--- config.mk ---
export PLATFORM = sky130hd
export DESIGN_NAME = multicycle_ctrl_unit
export DESIGN_NICKNAME = d
export VERILOG_FILES = /design/src/rtl/riscv_ctrl_pkg.sv /design/src/rtl/alu_decoder.sv /design/src/rtl/multicycle_ctrl_unit.sv
export SDC_FILE = /design/constraint.sdc
export NUM_CORES = 1
export LEC_CHECK = 0
export ABC_AREA = 1
export BUFFER_PORTS_ARGS = -buffer_cell sky130_fd_sc_hd__buf_2
export CAP_MARGIN = 20
export CORE_MARGIN = 4
export CORE_UTILIZATION = 47
export CTS_CLUSTER_SIZE = 8
export DETAILED_ROUTE_END_ITERATION = 8
export PLACE_DENSITY = 0.83
export SYNTH_ARGS = -nofsm -noshare
export SYNTH_HDL_FRONTEND = slang
export SYNTH_HIERARCHICAL = 1
export SYNTH_SLANG_ARGS = --single-unit
export TNS_END_PERCENT = 30
--- constraint.sdc ---
create_clock -name clk -period 4 [get_ports clk]
set_clock_uncertainty 0.15 [all_clocks]
set_input_delay 0.8 -clock clk [delete_from_list [all_inputs] [get_ports clk]]
set_output_delay 0.8 -clock clk [all_outputs]
set_load 0.01 [all_outputs]
--- src/rtl/riscv_ctrl_pkg.sv ---
// Shared encodings for the RISC-V control units: FSM states, opcodes,
// ALU control codes and immediate formats.
package riscv_ctrl_pkg;

    typedef enum logic [3:0] {
        S_FETCH    = 4'd0,
        S_DECODE   = 4'd1,
        S_MEMADR   = 4'd2,
        S_MEMREAD  = 4'd3,
        S_MEMWB    = 4'd4,
        S_MEMWRITE = 4'd5,
        S_EXECR    = 4'd6,
        S_ALUWB    = 4'd7,
        S_EXECI    = 4'd8,
        S_JAL      = 4'd9,
        S_BEQ      = 4'd10
    } state_t;

    localparam logic [6:0] OP_LW  = 7'b0000011;
    localparam logic [6:0] OP_SW  = 7'b0100011;
    localparam logic [6:0] OP_R   = 7'b0110011;
    localparam logic [6:0] OP_I   = 7'b0010011;
    localparam logic [6:0] OP_BEQ = 7'b1100011;
    localparam logic [6:0] OP_JAL = 7'b1101111;

    localparam logic [1:0] ALUOP_ADD   = 2'b00;
    localparam logic [1:0] ALUOP_SUB   = 2'b01;
    localparam logic [1:0] ALUOP_FUNCT = 2'b10;

    localparam logic [2:0] ALU_ADD = 3'b000;
    localparam logic [2:0] ALU_SUB = 3'b001;
    localparam logic [2:0] ALU_AND = 3'b010;
    localparam logic [2:0] ALU_OR  = 3'b011;
    localparam logic [2:0] ALU_SLT = 3'b101;

    localparam logic [1:0] IMM_I = 2'b00;
    localparam logic [1:0] IMM_S = 2'b01;
    localparam logic [1:0] IMM_B = 2'b10;
    localparam logic [1:0] IMM_J = 2'b11;

    function automatic logic [1:0] imm_src(input logic [6:0] opcode);
        case (opcode)
            OP_SW:   imm_src = IMM_S;
            OP_BEQ:  imm_src = IMM_B;
            OP_JAL:  imm_src = IMM_J;
            default: imm_src = IMM_I;
        endcase
    endfunction

endpackage

--- src/rtl/alu_decoder.sv ---
// Combinational ALU decoder: maps ALUOp/funct3/funct7/op[5] to ALUControl.
// Shared with the single-cycle control unit.
module alu_decoder
    import riscv_ctrl_pkg::*;
(
    input  logic [1:0] i_alu_op,
    input  logic [2:0] i_funct3,
    input  logic       i_funct7,
    input  logic       i_op5,
    output logic [2:0] o_alu_control
);

    always_comb begin
        o_alu_control = ALU_ADD;
        case (i_alu_op)
            ALUOP_SUB: o_alu_control = ALU_SUB;
            ALUOP_FUNCT: begin
                case (i_funct3)
                    // only R-type (op[5]=1) honours funct7 for sub; addi never subtracts
                    3'b000:  o_alu_control = ({i_op5, i_funct7} == 2'b11) ? ALU_SUB : ALU_ADD;
                    3'b010:  o_alu_control = ALU_SLT;
                    3'b110:  o_alu_control = ALU_OR;
                    3'b111:  o_alu_control = ALU_AND;
                    default: o_alu_control = ALU_ADD;
                endcase
            end
            default: o_alu_control = ALU_ADD;
        endcase
    end

endmodule

--- src/rtl/multicycle_ctrl_unit.sv ---
// Multicycle RISC-V control FSM: sequences fetch/decode/execute/memory/writeback
// and drives all datapath selects, write enables and the ALU operation.
module multicycle_ctrl_unit
    import riscv_ctrl_pkg::*;
#(
    parameter state_t RESET_STATE = S_FETCH
) (
    input  logic       clk,
    input  logic       reset,
    input  logic [6:0] op,
    input  logic [2:0] funct3,
    input  logic       funct7,
    input  logic       Zero,
    input  logic       mem_ready,
    output logic       PCWrite,
    output logic       AdrSrc,
    output logic       MemWrite,
    output logic       IRWrite,
    output logic [1:0] ResultSrc,
    output logic [1:0] ALUSrcA,
    output logic [1:0] ALUSrcB,
    output logic [1:0] ImmSrc,
    output logic       RegWrite,
    output logic [2:0] ALUControl,
    output logic       illegal_op,
    output logic       instr_done
);

    state_t     r_state;
    state_t     w_next;
    logic [1:0] w_alu_op;

    always_ff @(posedge clk) begin
        if (reset) r_state <= RESET_STATE;
        else       r_state <= w_next;
    end

    always_comb begin
        w_next     = S_FETCH;
        w_alu_op   = ALUOP_ADD;
        PCWrite    = 1'b0;
        AdrSrc     = 1'b0;
        MemWrite   = 1'b0;
        IRWrite    = 1'b0;
        ResultSrc  = 2'b00;
        ALUSrcA    = 2'b00;
        ALUSrcB    = 2'b00;
        RegWrite   = 1'b0;
        illegal_op = 1'b0;
        instr_done = 1'b0;

        case (r_state)
            S_FETCH: begin
                ALUSrcB   = 2'b10;
                ResultSrc = 2'b10;
                IRWrite   = mem_ready;
                PCWrite   = mem_ready;
                w_next    = mem_ready ? S_DECODE : S_FETCH;
            end
            S_DECODE: begin
                ALUSrcA = 2'b01;
                ALUSrcB = 2'b01;
                case (op)
                    OP_LW, OP_SW: w_next = S_MEMADR;
                    OP_R:         w_next = S_EXECR;
                    OP_I:         w_next = S_EXECI;
                    OP_JAL:       w_next = S_JAL;
                    OP_BEQ:       w_next = S_BEQ;
                    default: begin
                        w_next     = S_FETCH;
                        illegal_op = 1'b1;
                    end
                endcase
            end
            S_MEMADR: begin
                ALUSrcA = 2'b10;
                ALUSrcB = 2'b01;
                w_next  = op[5] ? S_MEMWRITE : S_MEMREAD;
            end
            S_MEMREAD: begin
                AdrSrc = 1'b1;
                w_next = mem_ready ? S_MEMWB : S_MEMREAD;
            end
            S_MEMWB: begin
                ResultSrc  = 2'b01;
                RegWrite   = 1'b1;
                instr_done = 1'b1;
            end
            S_MEMWRITE: begin
                AdrSrc     = 1'b1;
                MemWrite   = 1'b1;
                instr_done = mem_ready;
                w_next     = mem_ready ? S_FETCH : S_MEMWRITE;
            end
            S_EXECR: begin
                ALUSrcA  = 2'b10;
                w_alu_op = ALUOP_FUNCT;
                w_next   = S_ALUWB;
            end
            S_ALUWB: begin
                RegWrite   = 1'b1;
                instr_done = 1'b1;
            end
            S_EXECI: begin
                ALUSrcA  = 2'b10;
                ALUSrcB  = 2'b01;
                w_alu_op = ALUOP_FUNCT;
                w_next   = S_ALUWB;
            end
            S_JAL: begin
                ALUSrcA = 2'b01;
                ALUSrcB = 2'b10;
                PCWrite = 1'b1;
                w_next  = S_ALUWB;
            end
            S_BEQ: begin
                ALUSrcA    = 2'b10;
                w_alu_op   = ALUOP_SUB;
                PCWrite    = Zero;
                instr_done = 1'b1;
            end
            default: w_next = S_FETCH;
        endcase

        // reset overrides the current state: no writes, selects as in fetch
        if (reset) begin
            w_alu_op   = ALUOP_ADD;
            PCWrite    = 1'b0;
            AdrSrc     = 1'b0;
            MemWrite   = 1'b0;
            IRWrite    = 1'b0;
            ResultSrc  = 2'b10;
            ALUSrcA    = 2'b00;
            ALUSrcB    = 2'b10;
            RegWrite   = 1'b0;
            illegal_op = 1'b0;
            instr_done = 1'b0;
        end
    end

    assign ImmSrc = imm_src(op);

    alu_decoder u_alu_decoder (
        .i_alu_op      (w_alu_op),
        .i_funct3      (funct3),
        .i_funct7      (funct7),
        .i_op5         (op[5]),
        .o_alu_control (ALUControl)
    );

endmodule

== Word-level counts from Yosys, hierarchy flattened ==
Index checks and enable logic that the tools add are counted.
Storage, ports and cells
  register bits after elaboration: 4
  latch bits: 0
  bits in writable memories: 0
  ROM bits: 0
  input bits: 15
  output and inout port bits: 18
  logic and storage cells: 69
  memories: 0
Operators by class
  add/sub/neg operators: 0
  multipliers: 0
  divide/modulo/power cells: 0
  $lt $le $gt $ge: 0
  eq/ne operators: 22
  shift operators: 0
  muxes and demuxes: 33
  bitwise logic cells: 0
  reductions and logical operators: 13
Operators by type and width (number)
  $pmux 4 s6: 1
  $pmux 4 s5: 1
  $eq 4x3->1 const B: 4
  $pmux 2 s2: 4
  $mux 1: 15
  $eq 7x6->1 const B: 2
  $eq 7x7->1 const B: 2
  $eq 4x4->1 const B: 3
  $pmux 3 s4: 1
  $reduce_or 2->1: 6
  $mux 3: 3
  $reduce_or 3->1: 3
  $eq 4x2->1 const B: 2
  $mux 2: 4
  $eq 7x2->1 const B: 1
  $eq 7x5->1 const B: 1
  $eq 3x3->1 const B: 2
  $pmux 2 s3: 1
  $pmux 3 s2: 1
  $reduce_or 6->1: 1
  $eq 2x2->1 const B: 2
  $eq 4x1->1 const B: 1
  $logic_not 4->1: 1
  $reduce_or 4->1: 1
  other kinds (5): 5

== Logic depth before layout (Yosys ltp) ==
  depth after elaboration: 6
  mapped depth: 11
  gate-level depth less buffers: 11

== Modules after synthesis ==
Netlist, hierarchy kept.
Modules (own cells, without submodules)
  multicycle_ctrl_unit: times used 1, cells an instance 108, area each 521.8 sq um, sequential area each 80.1 sq um
  alu_decoder: times used 1, cells an instance 17, area each 91.3 sq um, sequential area each 0.0 sq um

== Worst setup path before layout ==
No wires, ideal clock.
  path type: input-to-output
  start point: in reset
  end point: out ALUControl[2]
  arrival: 1.791 ns
  data required time: 3.050 ns
  setup slack: 1.259 ns
  stages on the path: 6
  buffers on the path: 1
  path through: clkbuf_1 > nor2_1 > ha_1 > inv_1 > nand4_1 > nor2_1
On the way
  word-level cells in the longest chain between the ends: 3
  elaborated cells on any way between the ends: 4
  classes of those cells: eq/ne (2); mux (2)
Ends and longest elaborated chain
  from (decl): RTL line multicycle_ctrl_unit.sv:9  | input logic reset,
  $mux 2 (*): RTL line multicycle_ctrl_unit.sv:126  | if (reset) begin
  via w_alu_op[1]: RTL line multicycle_ctrl_unit.sv:31  | logic [1:0] w_alu_op;
  $eq 2x2->1 / $eq 2x1->1 (equally long branches): RTL line alu_decoder.sv:15  | case (i_alu_op)
  $pmux 3 s2 (*): RTL line alu_decoder.sv:15
  to (decl): RTL line multicycle_ctrl_unit.sv:24  | output logic [2:0] ALUControl,
The timed path passes the listed nets; every way through them passes the cells marked *.

== Worst setup path in the final report ==
  start point: in reset
  end point: out ALUControl[0]
Same word-level chain as after synthesis.

==> impl_metrics.tcl <==
set metrics [dict create \
    met1_usage 0.220 \
    maxSlewViolCount 0 \
    cts.reportedPaths.clkPinSlew_ps 40 \
    std_cell_rows 12 \
    global_route.usage.met3 0.0285 \
    rsz0062_at_grt "no" \
    fin_setup_tns_ps 0 \
    routed-via-count 862 \
    p_switching_w 0.0000346 \
    post_cts_hold_buffer_count 0 \
    synth_area_per_cell_sq_um 4.90 \
    largest_register_ffs 4 \
    power.clock.fraction 0.379 \
    cp.required_ps 3050 \
    die_height_microns 44.1 \
    largestRegisters "r_state: 4 flops" \
    fraction_of_layout_cells_with_a_size_suffix_above_1 0.252 \
    area_delta_synth_final_pct 32.0 \
    synth_nets 142 \
    dp_hpwl_microns 1470 \
    final_hold_viol_count 0 \
    drtPass1Iterations 4 \
    post_cts.repair.setup_buffers 0 \
    first_global_vias 701 \
    crit_path_end_kind "output pin" \
    synth_sequential_area_ratio 0.131 \
    cp-start-kind "input pin" \
    drt-total-wl_microns 1740 \
    tritoncts_num_sinks 4 \
    grt_first_pass_wirelength_microns 2700 \
    io-pin-count 33 \
    dieWidth_microns 44.1 \
    timing.slew.headroom 0.698 \
    switching_share 0.284 \
    routabilityCongestion 0.906 \
    drv.max_cap_violation_count 0 \
    cp_data_arrival_time_ps 2000 \
    grt_most_used_layer "met2" \
    clock_latency_ps 220 \
    critical_path.max_fanout 13 \
    worstMarginPinSlew_ps 451 \
    power_density_nw_per_um2 151 \
    leakage_nw 0.539 \
    cts_inserted_buffers 3 \
    groute.usage.overall 0.178 \
    cts_max_path_buffers 2 \
    post-route-period-util 0.738 \
    cts.root.buffer_cell "sky130_fd_sc_hd__clkbuf_4" \
    detailedPlace.worstSlack_ps 1050 \
    synth_area_leaders "sky130_fd_sc_hd__nand2_1 18%, sky130_fd_sc_hd__nor2_1 17%, sky130_fd_sc_hd__inv_1 16%, sky130_fd_sc_hd__nand3_1 14%, sky130_fd_sc_hd__dfxtp_1 13%" \
    synth.ff_latch_count 4 \
    cell_internal_pwr_w 0.0000873 \
    gr-usage-met2 0.308 \
    vdd_drop_max_mv 0.162 \
    numPortBuffers 32 \
    floorplan.initialDensity 0.524 \
    largest_net_degree_at_the_start_of_global_routing 14 \
    antenna_violating_nets_post_route 0 \
    die_area_sq_um 1950 \
    mean_routed_wirelength_per_cell_microns 10.0 \
    yosys_warnings 6 \
    power_frac_seq 0.344 \
    power_frac_comb 0.277 \
    timing.final.setup_violations 0 \
    synth_top_area_share 0.178 \
    criticalPathCategory "in2out" \
    drt_first_iter_violations 18 \
    num-nets-final 178 \
    final_core_util 0.691 \
    antenna_found_initial 0 \
    timing.final.ws_setup_ps 1050 \
    registers.top_by_ff_count "r_state" \
    fmaxAchievable_ghz 0.339 \
    postCtsResizedCells 0 \
    worst_hold_path_type "reg2reg" \
    syn_area_sq_um 613 \
    syn-instance-count 125 \
    yosysTopAreaCell "sky130_fd_sc_hd__nand2_1" \
    period_needed_ps 2950 \
    cts.htree.levels 1 \
    num_antenna_cells 0 \
    grt_overflow 0 \
    cts_tree "built" \
    core_sq_um 1170 \
    synth_cell_types 16 \
    drc 0 \
    route.detailed.vias_per_inst 4.98 \
    run_status "completed" \
]
-- worst max-delay path, stage by stage --
cell and delay [ps]:
sky130_fd_sc_hd__buf_2 170, sky130_fd_sc_hd__nor2_1 200, sky130_fd_sc_hd__inv_1 70, sky130_fd_sc_hd__ha_1 320, sky130_fd_sc_hd__inv_1 80, sky130_fd_sc_hd__nand4_1 120
sky130_fd_sc_hd__nand3_1 110, sky130_fd_sc_hd__buf_2 130
-- kinds of logic after synthesis --
family | count (synthesis) | share of synthesized area
simple gates | 82 | 0.578
flops | 4 | 0.131
buf+inv | 28 | 0.171
fa+ha+maj | 2 | 0.0408
compound gates | 9 | 0.0796
-- routing by layer --
| metal | vias up | share of wire |
|---|---|---|
| li1 | 452 | - |
| met1 | 366 | 0.44 |
| met2 | 42 | 0.48 |
| met3 | 2 | 0.076 |
| met4 | 0 | 0.0046 |
| met5 | - | 0 |
-- cells in the final DEF (no fill, tap or decap) --
master / Yosys / layout
sky130_fd_sc_hd__nor2_2: 4 / 4
sky130_fd_sc_hd__and3_1: 1 / 1
sky130_fd_sc_hd__nor2_1: 27 / 27
sky130_fd_sc_hd__o211ai_1: 1 / 1
sky130_fd_sc_hd__a31oi_1: 1 / 1
sky130_fd_sc_hd__nand4_1: 2 / 2
sky130_fd_sc_hd__clkbuf_4: 0 / 3
sky130_fd_sc_hd__buf_2: 0 / 32
sky130_fd_sc_hd__o21ai_0: 4 / 4
sky130_fd_sc_hd__inv_1: 26 / 26
sky130_fd_sc_hd__a21oi_1: 3 / 3
sky130_fd_sc_hd__ha_1: 2 / 2
sky130_fd_sc_hd__nand3_1: 17 / 17
sky130_fd_sc_hd__nand3b_1: 2 / 2
sky130_fd_sc_hd__dfxtp_1: 4 / 4
sky130_fd_sc_hd__inv_2: 1 / 1
sky130_fd_sc_hd__nand2_1: 29 / 29
-- power by group through the flow --
stage                logic, W  clock network (W)  registers (W)
finish              0.0000338          0.0000462      0.0000419
global placement    0.0000325                  0      0.0000424
detailed placement  0.0000333                  0      0.0000425
global route        0.0000377          0.0000516      0.0000420
CTS                 0.0000335          0.0000486      0.0000419
floorplan           0.0000175                  0      0.0000423
-- final timing paths --
check / from / to / slack [ps] / depth (start not counted)
worst max register to register: r_state[1]$_SDFF_PP0_ / r_state[0]$_SDFF_PP0_ / 2560 / 9
worst max-delay path: reset / ALUControl[0] / 1050 / 8
worst min-delay path: r_state[3]$_SDFF_PP0_ / r_state[3]$_SDFF_PP0_ / 420 / 3
worst min register to register: r_state[3]$_SDFF_PP0_ / r_state[3]$_SDFF_PP0_ / 420 / 3
-- area by class of cell --
class                           instances  area, sq um
Clock buffer                            3         22.5
Fill cell                             122          362
Inverter                               27          101
Multi-Input combinational cell         93          428
Sequential cell                         4         80.1
Tap cell                               14         17.5
Timing Repair Buffer                   32          160
-- cell usage after synthesis --
| cell | count |
|---|---|
| sky130_fd_sc_hd__nor2_1 | 27 |
| sky130_fd_sc_hd__nand4_1 | 2 |
| sky130_fd_sc_hd__inv_1 | 26 |
| sky130_fd_sc_hd__inv_2 | 1 |
| sky130_fd_sc_hd__nand3b_1 | 2 |
| sky130_fd_sc_hd__clkbuf_1 | 1 |
| sky130_fd_sc_hd__dfxtp_1 | 4 |
| sky130_fd_sc_hd__and3_1 | 1 |
| sky130_fd_sc_hd__nor2_2 | 4 |
| sky130_fd_sc_hd__a31oi_1 | 1 |
| sky130_fd_sc_hd__a21oi_1 | 3 |
| sky130_fd_sc_hd__nand2_1 | 29 |
| sky130_fd_sc_hd__o211ai_1 | 1 |
| sky130_fd_sc_hd__ha_1 | 2 |
| sky130_fd_sc_hd__o21ai_0 | 4 |
| sky130_fd_sc_hd__nand3_1 | 17 |
-- metrics by stage --
step	std cells	hold slack (ps)	area [sq um]	power [W]
after floorplan	125	389	613	0.0000598
after global placement	170	407	787	0.0000749
after detailed placement	170	420	787	0.0000758
after CTS	173	431	810	0.000124
after global routing	173	475	810	0.000131
final	173	423	810	0.000122
Note: power is estimated with default switching activity, not from simulation.
